===== config.mk =====
export PLATFORM = sky130hd
export DESIGN_NAME = inlet_dose_sequencer
export DESIGN_NICKNAME = d
export VERILOG_FILES = /design/src/rtl/inlet_dose_sequencer.sv
export SDC_FILE = /design/constraint.sdc
export NUM_CORES = 1
export LEC_CHECK = 0
export ABC_AREA = 1
export CORE_ASPECT_RATIO = 1.4
export CORE_MARGIN = 5
export CORE_UTILIZATION = 49
export DETAILED_ROUTE_END_ITERATION = 6
export PLACE_DENSITY = 0.69
export REMOVE_ABC_BUFFERS = 1
export SLEW_MARGIN = 20
export SYNTH_ARGS = -nofsm -noshare
export SYNTH_HDL_FRONTEND = slang
export SYNTH_SLANG_ARGS = --single-unit

===== constraint.sdc =====
create_clock -name clk -period 1.8 [get_ports clk]
set_input_delay 0.18 -clock clk [delete_from_list [all_inputs] [get_ports clk]]
set_output_delay 0.18 -clock clk [all_outputs]
set_load 0.03 [all_outputs]

===== src/rtl/inlet_dose_sequencer.sv =====
// rtl/inlet_dose_sequencer.sv - timed inlet/flush/pump sequencer for the mixing chip
//
// Purpose: opens soln3, then soln2, then soln1 in a staggered lead-in so all three
// streams reach their mixers together. It then doses with all three open, flushes,
// and pulses done. The host starts a run with start and can cut it short with abort.
//
// Ports:
//   clk          in   rising-edge system clock
//   rst_n        in   synchronous active-low reset
//   start        in   run request, only honoured in IDLE
//   abort        in   early termination, honoured in LEAD3/LEAD2/LEAD1/DOSE
//   busy         out  run in progress (LEAD3..FLUSH)
//   done         out  one-cycle pulse in DONE
//   aborted      out  last run was cut short; cleared when the next run starts
//   valve_soln1  out  soln1 inlet open
//   valve_soln2  out  soln2 inlet open
//   valve_soln3  out  soln3 inlet open
//   valve_flush  out  flush inlet open
//   pump_en      out  pressure pump on
//   phase        out  current state code
module inlet_dose_sequencer #(
  parameter int CNT_W   = 16,
  parameter int T_LEAD3 = 300,
  parameter int T_LEAD2 = 150,
  parameter int T_LEAD1 = 25,
  parameter int T_DOSE  = 1000,
  parameter int T_FLUSH = 200
) (
  input  logic       clk,
  input  logic       rst_n,
  input  logic       start,
  input  logic       abort,
  output logic       busy,
  output logic       done,
  output logic       aborted,
  output logic       valve_soln1,
  output logic       valve_soln2,
  output logic       valve_soln3,
  output logic       valve_flush,
  output logic       pump_en,
  output logic [2:0] phase
);

  typedef enum logic [2:0] {
    S_IDLE  = 3'd0,
    S_LEAD3 = 3'd1,
    S_LEAD2 = 3'd2,
    S_LEAD1 = 3'd3,
    S_DOSE  = 3'd4,
    S_FLUSH = 3'd5,
    S_DONE  = 3'd6
  } state_t;

  localparam longint CNT_MAX = (64'd1 << CNT_W) - 64'd1;

  // Refuse to build with a duration the counter cannot hold.
  if (T_LEAD3 > CNT_MAX || T_LEAD2 > CNT_MAX || T_LEAD1 > CNT_MAX ||
      T_DOSE > CNT_MAX || T_FLUSH > CNT_MAX) begin : g_bad_duration
    $error("inlet_dose_sequencer: a T_* duration exceeds the CNT_W counter range");
  end

  // Counter preload: a state lasts max(T,1) cycles, so it loads max(T,1)-1 and
  // advances on the edge where the counter reads zero.
  function automatic logic [CNT_W-1:0] load_val(input int t);
    int v;
    v = (t <= 1) ? 0 : t - 1;
    return v[CNT_W-1:0];
  endfunction

  localparam logic [CNT_W-1:0] LD_LEAD3 = load_val(T_LEAD3);
  localparam logic [CNT_W-1:0] LD_LEAD2 = load_val(T_LEAD2);
  localparam logic [CNT_W-1:0] LD_LEAD1 = load_val(T_LEAD1);
  localparam logic [CNT_W-1:0] LD_DOSE  = load_val(T_DOSE);
  localparam logic [CNT_W-1:0] LD_FLUSH = load_val(T_FLUSH);
  localparam logic [CNT_W-1:0] CNT_ONE  = {{(CNT_W-1){1'b0}}, 1'b1};

  state_t           state_q, state_d;
  logic [CNT_W-1:0] cnt_q, cnt_d;
  logic             aborted_q, aborted_d;
  logic             busy_q, busy_d;
  logic             done_q, done_d;
  logic             soln1_q, soln1_d;
  logic             soln2_q, soln2_d;
  logic             soln3_q, soln3_d;
  logic             flush_q, flush_d;
  logic             pump_q, pump_d;

  // Next state, counter and sticky aborted flag.
  always_comb begin
    state_d   = state_q;
    cnt_d     = cnt_q;
    aborted_d = aborted_q;
    case (state_q)
      S_IDLE: begin
        // start beats a simultaneous abort: abort means nothing in IDLE.
        if (start) begin
          state_d   = S_LEAD3;
          cnt_d     = LD_LEAD3;
          aborted_d = 1'b0;
        end
      end
      S_LEAD3, S_LEAD2, S_LEAD1, S_DOSE: begin
        // Abort is checked before expiry so it wins when both land together.
        if (abort) begin
          state_d   = S_FLUSH;
          cnt_d     = LD_FLUSH;
          aborted_d = 1'b1;
        end else if (cnt_q == '0) begin
          case (state_q)
            S_LEAD3: begin state_d = S_LEAD2; cnt_d = LD_LEAD2; end
            S_LEAD2: begin state_d = S_LEAD1; cnt_d = LD_LEAD1; end
            S_LEAD1: begin state_d = S_DOSE;  cnt_d = LD_DOSE;  end
            default: begin state_d = S_FLUSH; cnt_d = LD_FLUSH; end
          endcase
        end else begin
          cnt_d = cnt_q - CNT_ONE;
        end
      end
      S_FLUSH: begin
        if (cnt_q == '0) begin
          state_d = S_DONE;
        end else begin
          cnt_d = cnt_q - CNT_ONE;
        end
      end
      S_DONE: begin
        state_d = S_IDLE;
      end
      default: begin
        // Code 7 cannot be reached in normal operation; fall back to IDLE.
        state_d = S_IDLE;
        cnt_d   = '0;
      end
    endcase
  end

  // Outputs decoded from the next state so the registered copies line up with phase.
  always_comb begin
    busy_d  = 1'b0;
    done_d  = 1'b0;
    soln1_d = 1'b0;
    soln2_d = 1'b0;
    soln3_d = 1'b0;
    flush_d = 1'b0;
    case (state_d)
      S_LEAD3: begin busy_d = 1'b1; soln3_d = 1'b1; end
      S_LEAD2: begin busy_d = 1'b1; soln3_d = 1'b1; soln2_d = 1'b1; end
      S_LEAD1, S_DOSE: begin
        busy_d  = 1'b1;
        soln3_d = 1'b1;
        soln2_d = 1'b1;
        soln1_d = 1'b1;
      end
      S_FLUSH: begin busy_d = 1'b1; flush_d = 1'b1; end
      S_DONE:  done_d = 1'b1;
      default: busy_d = 1'b0;
    endcase
    pump_d = busy_d;
  end

  always_ff @(posedge clk) begin
    if (!rst_n) begin
      state_q   <= S_IDLE;
      cnt_q     <= '0;
      aborted_q <= 1'b0;
      busy_q    <= 1'b0;
      done_q    <= 1'b0;
      soln1_q   <= 1'b0;
      soln2_q   <= 1'b0;
      soln3_q   <= 1'b0;
      flush_q   <= 1'b0;
      pump_q    <= 1'b0;
    end else begin
      state_q   <= state_d;
      cnt_q     <= cnt_d;
      aborted_q <= aborted_d;
      busy_q    <= busy_d;
      done_q    <= done_d;
      soln1_q   <= soln1_d;
      soln2_q   <= soln2_d;
      soln3_q   <= soln3_d;
      flush_q   <= flush_d;
      pump_q    <= pump_d;
    end
  end

  assign busy        = busy_q;
  assign done        = done_q;
  assign aborted     = aborted_q;
  assign valve_soln1 = soln1_q;
  assign valve_soln2 = soln2_q;
  assign valve_soln3 = soln3_q;
  assign valve_flush = flush_q;
  assign pump_en     = pump_q;
  assign phase       = state_q;

endmodule


After elaboration in Yosys (flattened, before gate mapping). Cells that the tools add are included.

Flip-flop bits (word level): 26. Bits of input ports: 4. Output and inout port bits: 11. Logic and storage cells: 57.

Add/subtract/negate cells: 1. Equality and inequality tests: 15. Mux-type cells: 21. Bitwise operators: 1. Reductions and logical operators: 10.

Operators with widths (count): 16-bit 2-to-1 mux (4); 16-bit one-hot mux with 4 select lines (1); 10-bit one-hot mux with 3 select lines (1); 3-bit == test, second input constant (6); 3-bit one-hot mux with 3 select lines (2); 16-bit zero test (1); 16-bit by 1-bit subtractor with 16-bit output, second input constant (1); 3-bit by 2-bit == test with 1-bit output, second input constant (4); 3-bit 2-to-1 mux (4); 1-bit 2-to-1 mux (8); 4-bit OR reduction (2); 3-bit by 1-bit == test with 1-bit output, second input constant (2); 2-bit inequality test, second input constant (3); 3-bit AND reduction (2); 5-bit OR reduction (1); 3-bit zero test (1); 3-bit OR reduction (1); 1-bit one-hot mux with 2 select lines (1); 2-bit nonzero test (1); 2-bit OR reduction (1); 1-bit inverter (1).

Logic depth before layout (Yosys ltp).
Depth in word-level cells: 8. Mapped depth: 14. Depth with buffers taken out: 14.

Worst setup path after synthesis. Ideal clock, no wire load.

Path kind: reg-to-reg. From: register state_q[1], in the netlist phase[1]. To: register cnt_q[10]. Library setup time: 0.110 ns. Data arrival time: 1.604 ns. Data required time: 1.690 ns. Slack: 0.086 ns. Stages on the path, launching flop included: 12. Buffers on the path: 2. Period minus slack after synthesis: 1.714 ns. Cell sequence: dfxtp_1 > buf_2 > inv_1 > nand3_1 > clkinv_2 > nand2_4 > nand2_8 > inv_6 > buf_6 > nand3_1 > nand3_1 > inv_1.

Longest elaborated chain between the ends: 3. Elaborated cells on any way between the ends: 13. Classes of those cells: eq/ne (8); mux (1); bitwise (1); reduce/logical (3).

Ends and longest elaborated chain: start, declared (line 77) `state_t state_q, state_d;`; start signal, assigned (line 174) `state_q <= state_d;`; 3-bit by 1-bit == test with 1-bit output (tied with other cells) (line 93) `case (state_q)`; 4-bit OR reduction (tied with other cells) (line 93); 16-bit one-hot mux with 4 select lines or 3-bit AND reduction (tied branches); end signal, assigned (line 175) `cnt_q <= cnt_d;`; end, declared (line 78) `logic [CNT_W-1:0] cnt_q, cnt_d;`.

Several ways; a longest one is shown, not always the timed one. A chain may end at the register's enable or synchronous reset.

Worst setup path in the final report.
From: register state_q[2], in the netlist phase[2]. To: output phase[2].

RTL lines: end, declared (line 41) `output logic [2:0] phase`.

No word-level cell between the ends.

==> reports/metrics.csv <==
stage,metric,value,unit
setup_path,crit path kind,reg -> out,
grt,first-pass GRT wire length,7010,um
cells_and_area,layout cell share with drive strength beyond 1,20.4,%
synthesis,Netlist cell types,35,
clock_network,CTS max path bufs,2,
routing,Vias/cell,5.10,
placement,port bufs,14,
synthesis,Synth Warn #,0,
setup_path,CP arrival,1.57,ns
floorplanning,initial core utilization,50.3,%
timing,Worst-Margin Slew,0.511,ns
setup_path,reg-to-reg startpoint,cnt_q[0],
grt,vias in the first global route,1621,
floorplanning,row count,25,
routing,initial DRC count,56,
placement,Post-DP HPWL,3150,um
synthesis,Avg Inst Size Synth,6.43,um^2
timing,Final Setup Violations,0,
setup_path,RR Endpoint,cnt_q[12],
run,maxcap violations,0,
cells_and_area,Area Overhead vs Synth,20.9,%
floorplanning,Die Area,0.00476,mm^2
grt,GRT overflow,0,
timing,clock skew,0.00558,ns
synthesis,Post-synth top flop,dfxtp_1,
grt,pin count of the biggest net entering global routing,16,
setup_path,Crit. End Element,primary output,
setup_path,critical path required time,1.62,ns
routing,routed vias,1679,
synthesis,number of synthesized flops with an enable pin,0,
synthesis,"area leader, netlist",dfxtp_1,
clock_network,CTS Hold Buffers Added,0,
cells_and_area,number of fill cells,339,
power_and_ir_drop,Cell Pwr Density,2180,mW/mm^2
power_and_ir_drop,total power,4.47,mW
min_path,Hold Path Class,reg -> reg,
synthesis,Yosys reg bits,26,
routing,DRC Markers,0,
grt,initial antenna violation count,0,
setup_path,Reg2Reg Depth,10,
routing,detailed-router iteration count before antenna repair,4,
timing,Max Slew Vio Count,0,
timing,PnR worst setup slack,0.0490,ns
synthesis,Synth async-reset ratio,0,%
power_and_ir_drop,maximum VDD drop,1.21,mV
synthesis,Mapped Area,0.00170,mm^2
clock_network,Worst-Skew Late Latency,0.28,ns
clock_network,CTS root buffer,clkbuf_8,
setup_path,crit path from,phase[2],
placement,RePlAce Congestion,0.901,
synthesis,share of the synthesized area in the top cell type,30.7,%
clock_network,htree depth,1,
clock_network,"Reg clk slew, reported paths",0.10,ns
floorplanning,die span in x,59.8,um
timing,fmax,571,MHz
min_path,Worst Hold Depth,2,
routing,final wirelength,4090,um
timing,Final Hold Viols,0,
synthesis,Synth area leaders,"dfxtp_1, nand2_1, nor2_1, inv_1, nand3_1",
setup_path,register-to-register setup slack,0.13,ns
synthesis,sequential share of the synthesized area,30.7,%
setup_path,worst setup path endpoint,phase[2],
synthesis,cell count after synthesis,264,
cells_and_area,# diodes,0,
power_and_ir_drop,Pleak,0.991,nW
placement,"worst slack, placed",0.0502,ns
floorplanning,die height,79.7,um
status,status,"finished, final reports clean",
timing,period utilization,97.3,%
setup_path,CP Max Fanout,6,
clock_network,total CTS buffers,3,
routing,Routed Antenna Nets,0,
cells_and_area,fin nets,296,
timing,Slew headroom,65.9,%
grt,Tot GR Track Use,19.1,%
setup_path,startpoint class of the critical path,flip-flop,
routing,Wirelength per Cell,12.4,um
timing,Tmin final,1.75,ns
floorplanning,# IOs,15,
clock_network,# clock sinks,26,
clock_network,CTS tree,yes,
floorplanning,core area,0.00338,mm^2
## cell families (layout without fill, tap and decap cells)
logic type / Yosys count / after routing / share of synthesized area [%]
adder cells (fa/ha/maj): 2 / 2 / 1.47
AND/OR/NAND/NOR: 163 / 163 / 44.5
buffers and inverters: 39 / 64 / 10.5
XOR/XNOR: 5 / 5 / 2.58
AO/OA/AOI/OAI: 29 / 29 / 10.2
flip-flops: 26 / 26 / 30.7
## critical path, cell delays in order, from the launching register on
cell	delay, ns
dfxtp_1	0.46
buf_4	0.17
clkdlybuf4s50_1	0.66
## placed cells by master (no fill, tap or decap), types with 5 or more instances in the layout
cell type	n
dfxtp_2	6
nor2_1	23
o21ai_0	5
nor2_2	12
dfxtp_1	20
nand4_1	5
nand3_1	19
clkdlybuf4s50_1	14
inv_1	27
nand2_1	84
a21oi_1	16
buf_4	13
## worst min path at each step
stage | start | end | slack [ns]
after floorplan | rst_n | phase[0] | 0.30
after global placement | aborted | aborted | 0.45
after detailed placement | aborted | aborted | 0.45
after CTS | aborted | aborted | 0.47
after global routing | cnt_q[1] | cnt_q[1] | 0.50
final | aborted | aborted | 0.46
## what timing repair did
item	4_1_cts	5_1_grt
resized for setup	0	18
endpoints found under the setup margin	0	18
endpoints found under the hold margin	0	0
buffers inserted	0	5
## flip-flops by register name, indices dropped and copies added (netlist names)
register	cells
valve_soln2	1
valve_soln3	1
valve_soln1	1
valve_flush	1
pump_en	1
done	1
phase	3
aborted	1
cnt_q	16
## report_power, final
| group | total, mW | leakage, nW | internal (mW) | switching (mW) |
|---|---|---|---|---|
| Combinational | 3.00 | 0.740 | 1.14 | 1.86 |
| Sequential | 0.974 | 0.215 | 0.779 | 0.195 |
| Clock | 0.495 | 0.0357 | 0.298 | 0.197 |
## cells in the mapped netlist, types with 3 or more instances
library cell / count
dfxtp_1: 26
inv_1: 28
a21oi_1: 16
xnor2_1: 4
nand4_1: 5
nand2_1: 85
nand3_1: 19
nor2_2: 7
o21bai_1: 3
o21ai_0: 5
nor2_1: 30
## stage by stage
step	hold WS, ns	TNS [ns]	util [%]	instances	area (um^2)
floorplan	0.296	0	-	258	1650
global placement	0.446	0	56.4	320	1900
detailed placement	0.452	0	56.4	320	1900
CTS	0.467	0	58.5	324	1980
global route	0.500	-0.00803	60.8	329	2050
finish	0.464	0	60.8	329	2050
## routing by layer
metal	vias up	part of all wire [%]	track usage [%]
li1	880	-	-
met1	751	44	22.4
met2	35	49	32.0
met3	13	2.6	2.75
met4	0	3.8	10.9
met5	-	0	0
## layout make-up
type	instances	area [um^2]	share of cell area, %
Multi-Input combinational cell	199	1030	50.1
Tap cell	40	50.0	2.44
Inverter	33	138	6.70
Timing Repair Buffer	27	238	11.6
Clock buffer	3	41.3	2.01
Sequential cell	26	528	25.7
Clock inverter	1	30.0	1.46
Note: power is estimated with default switching activity, not from simulation.
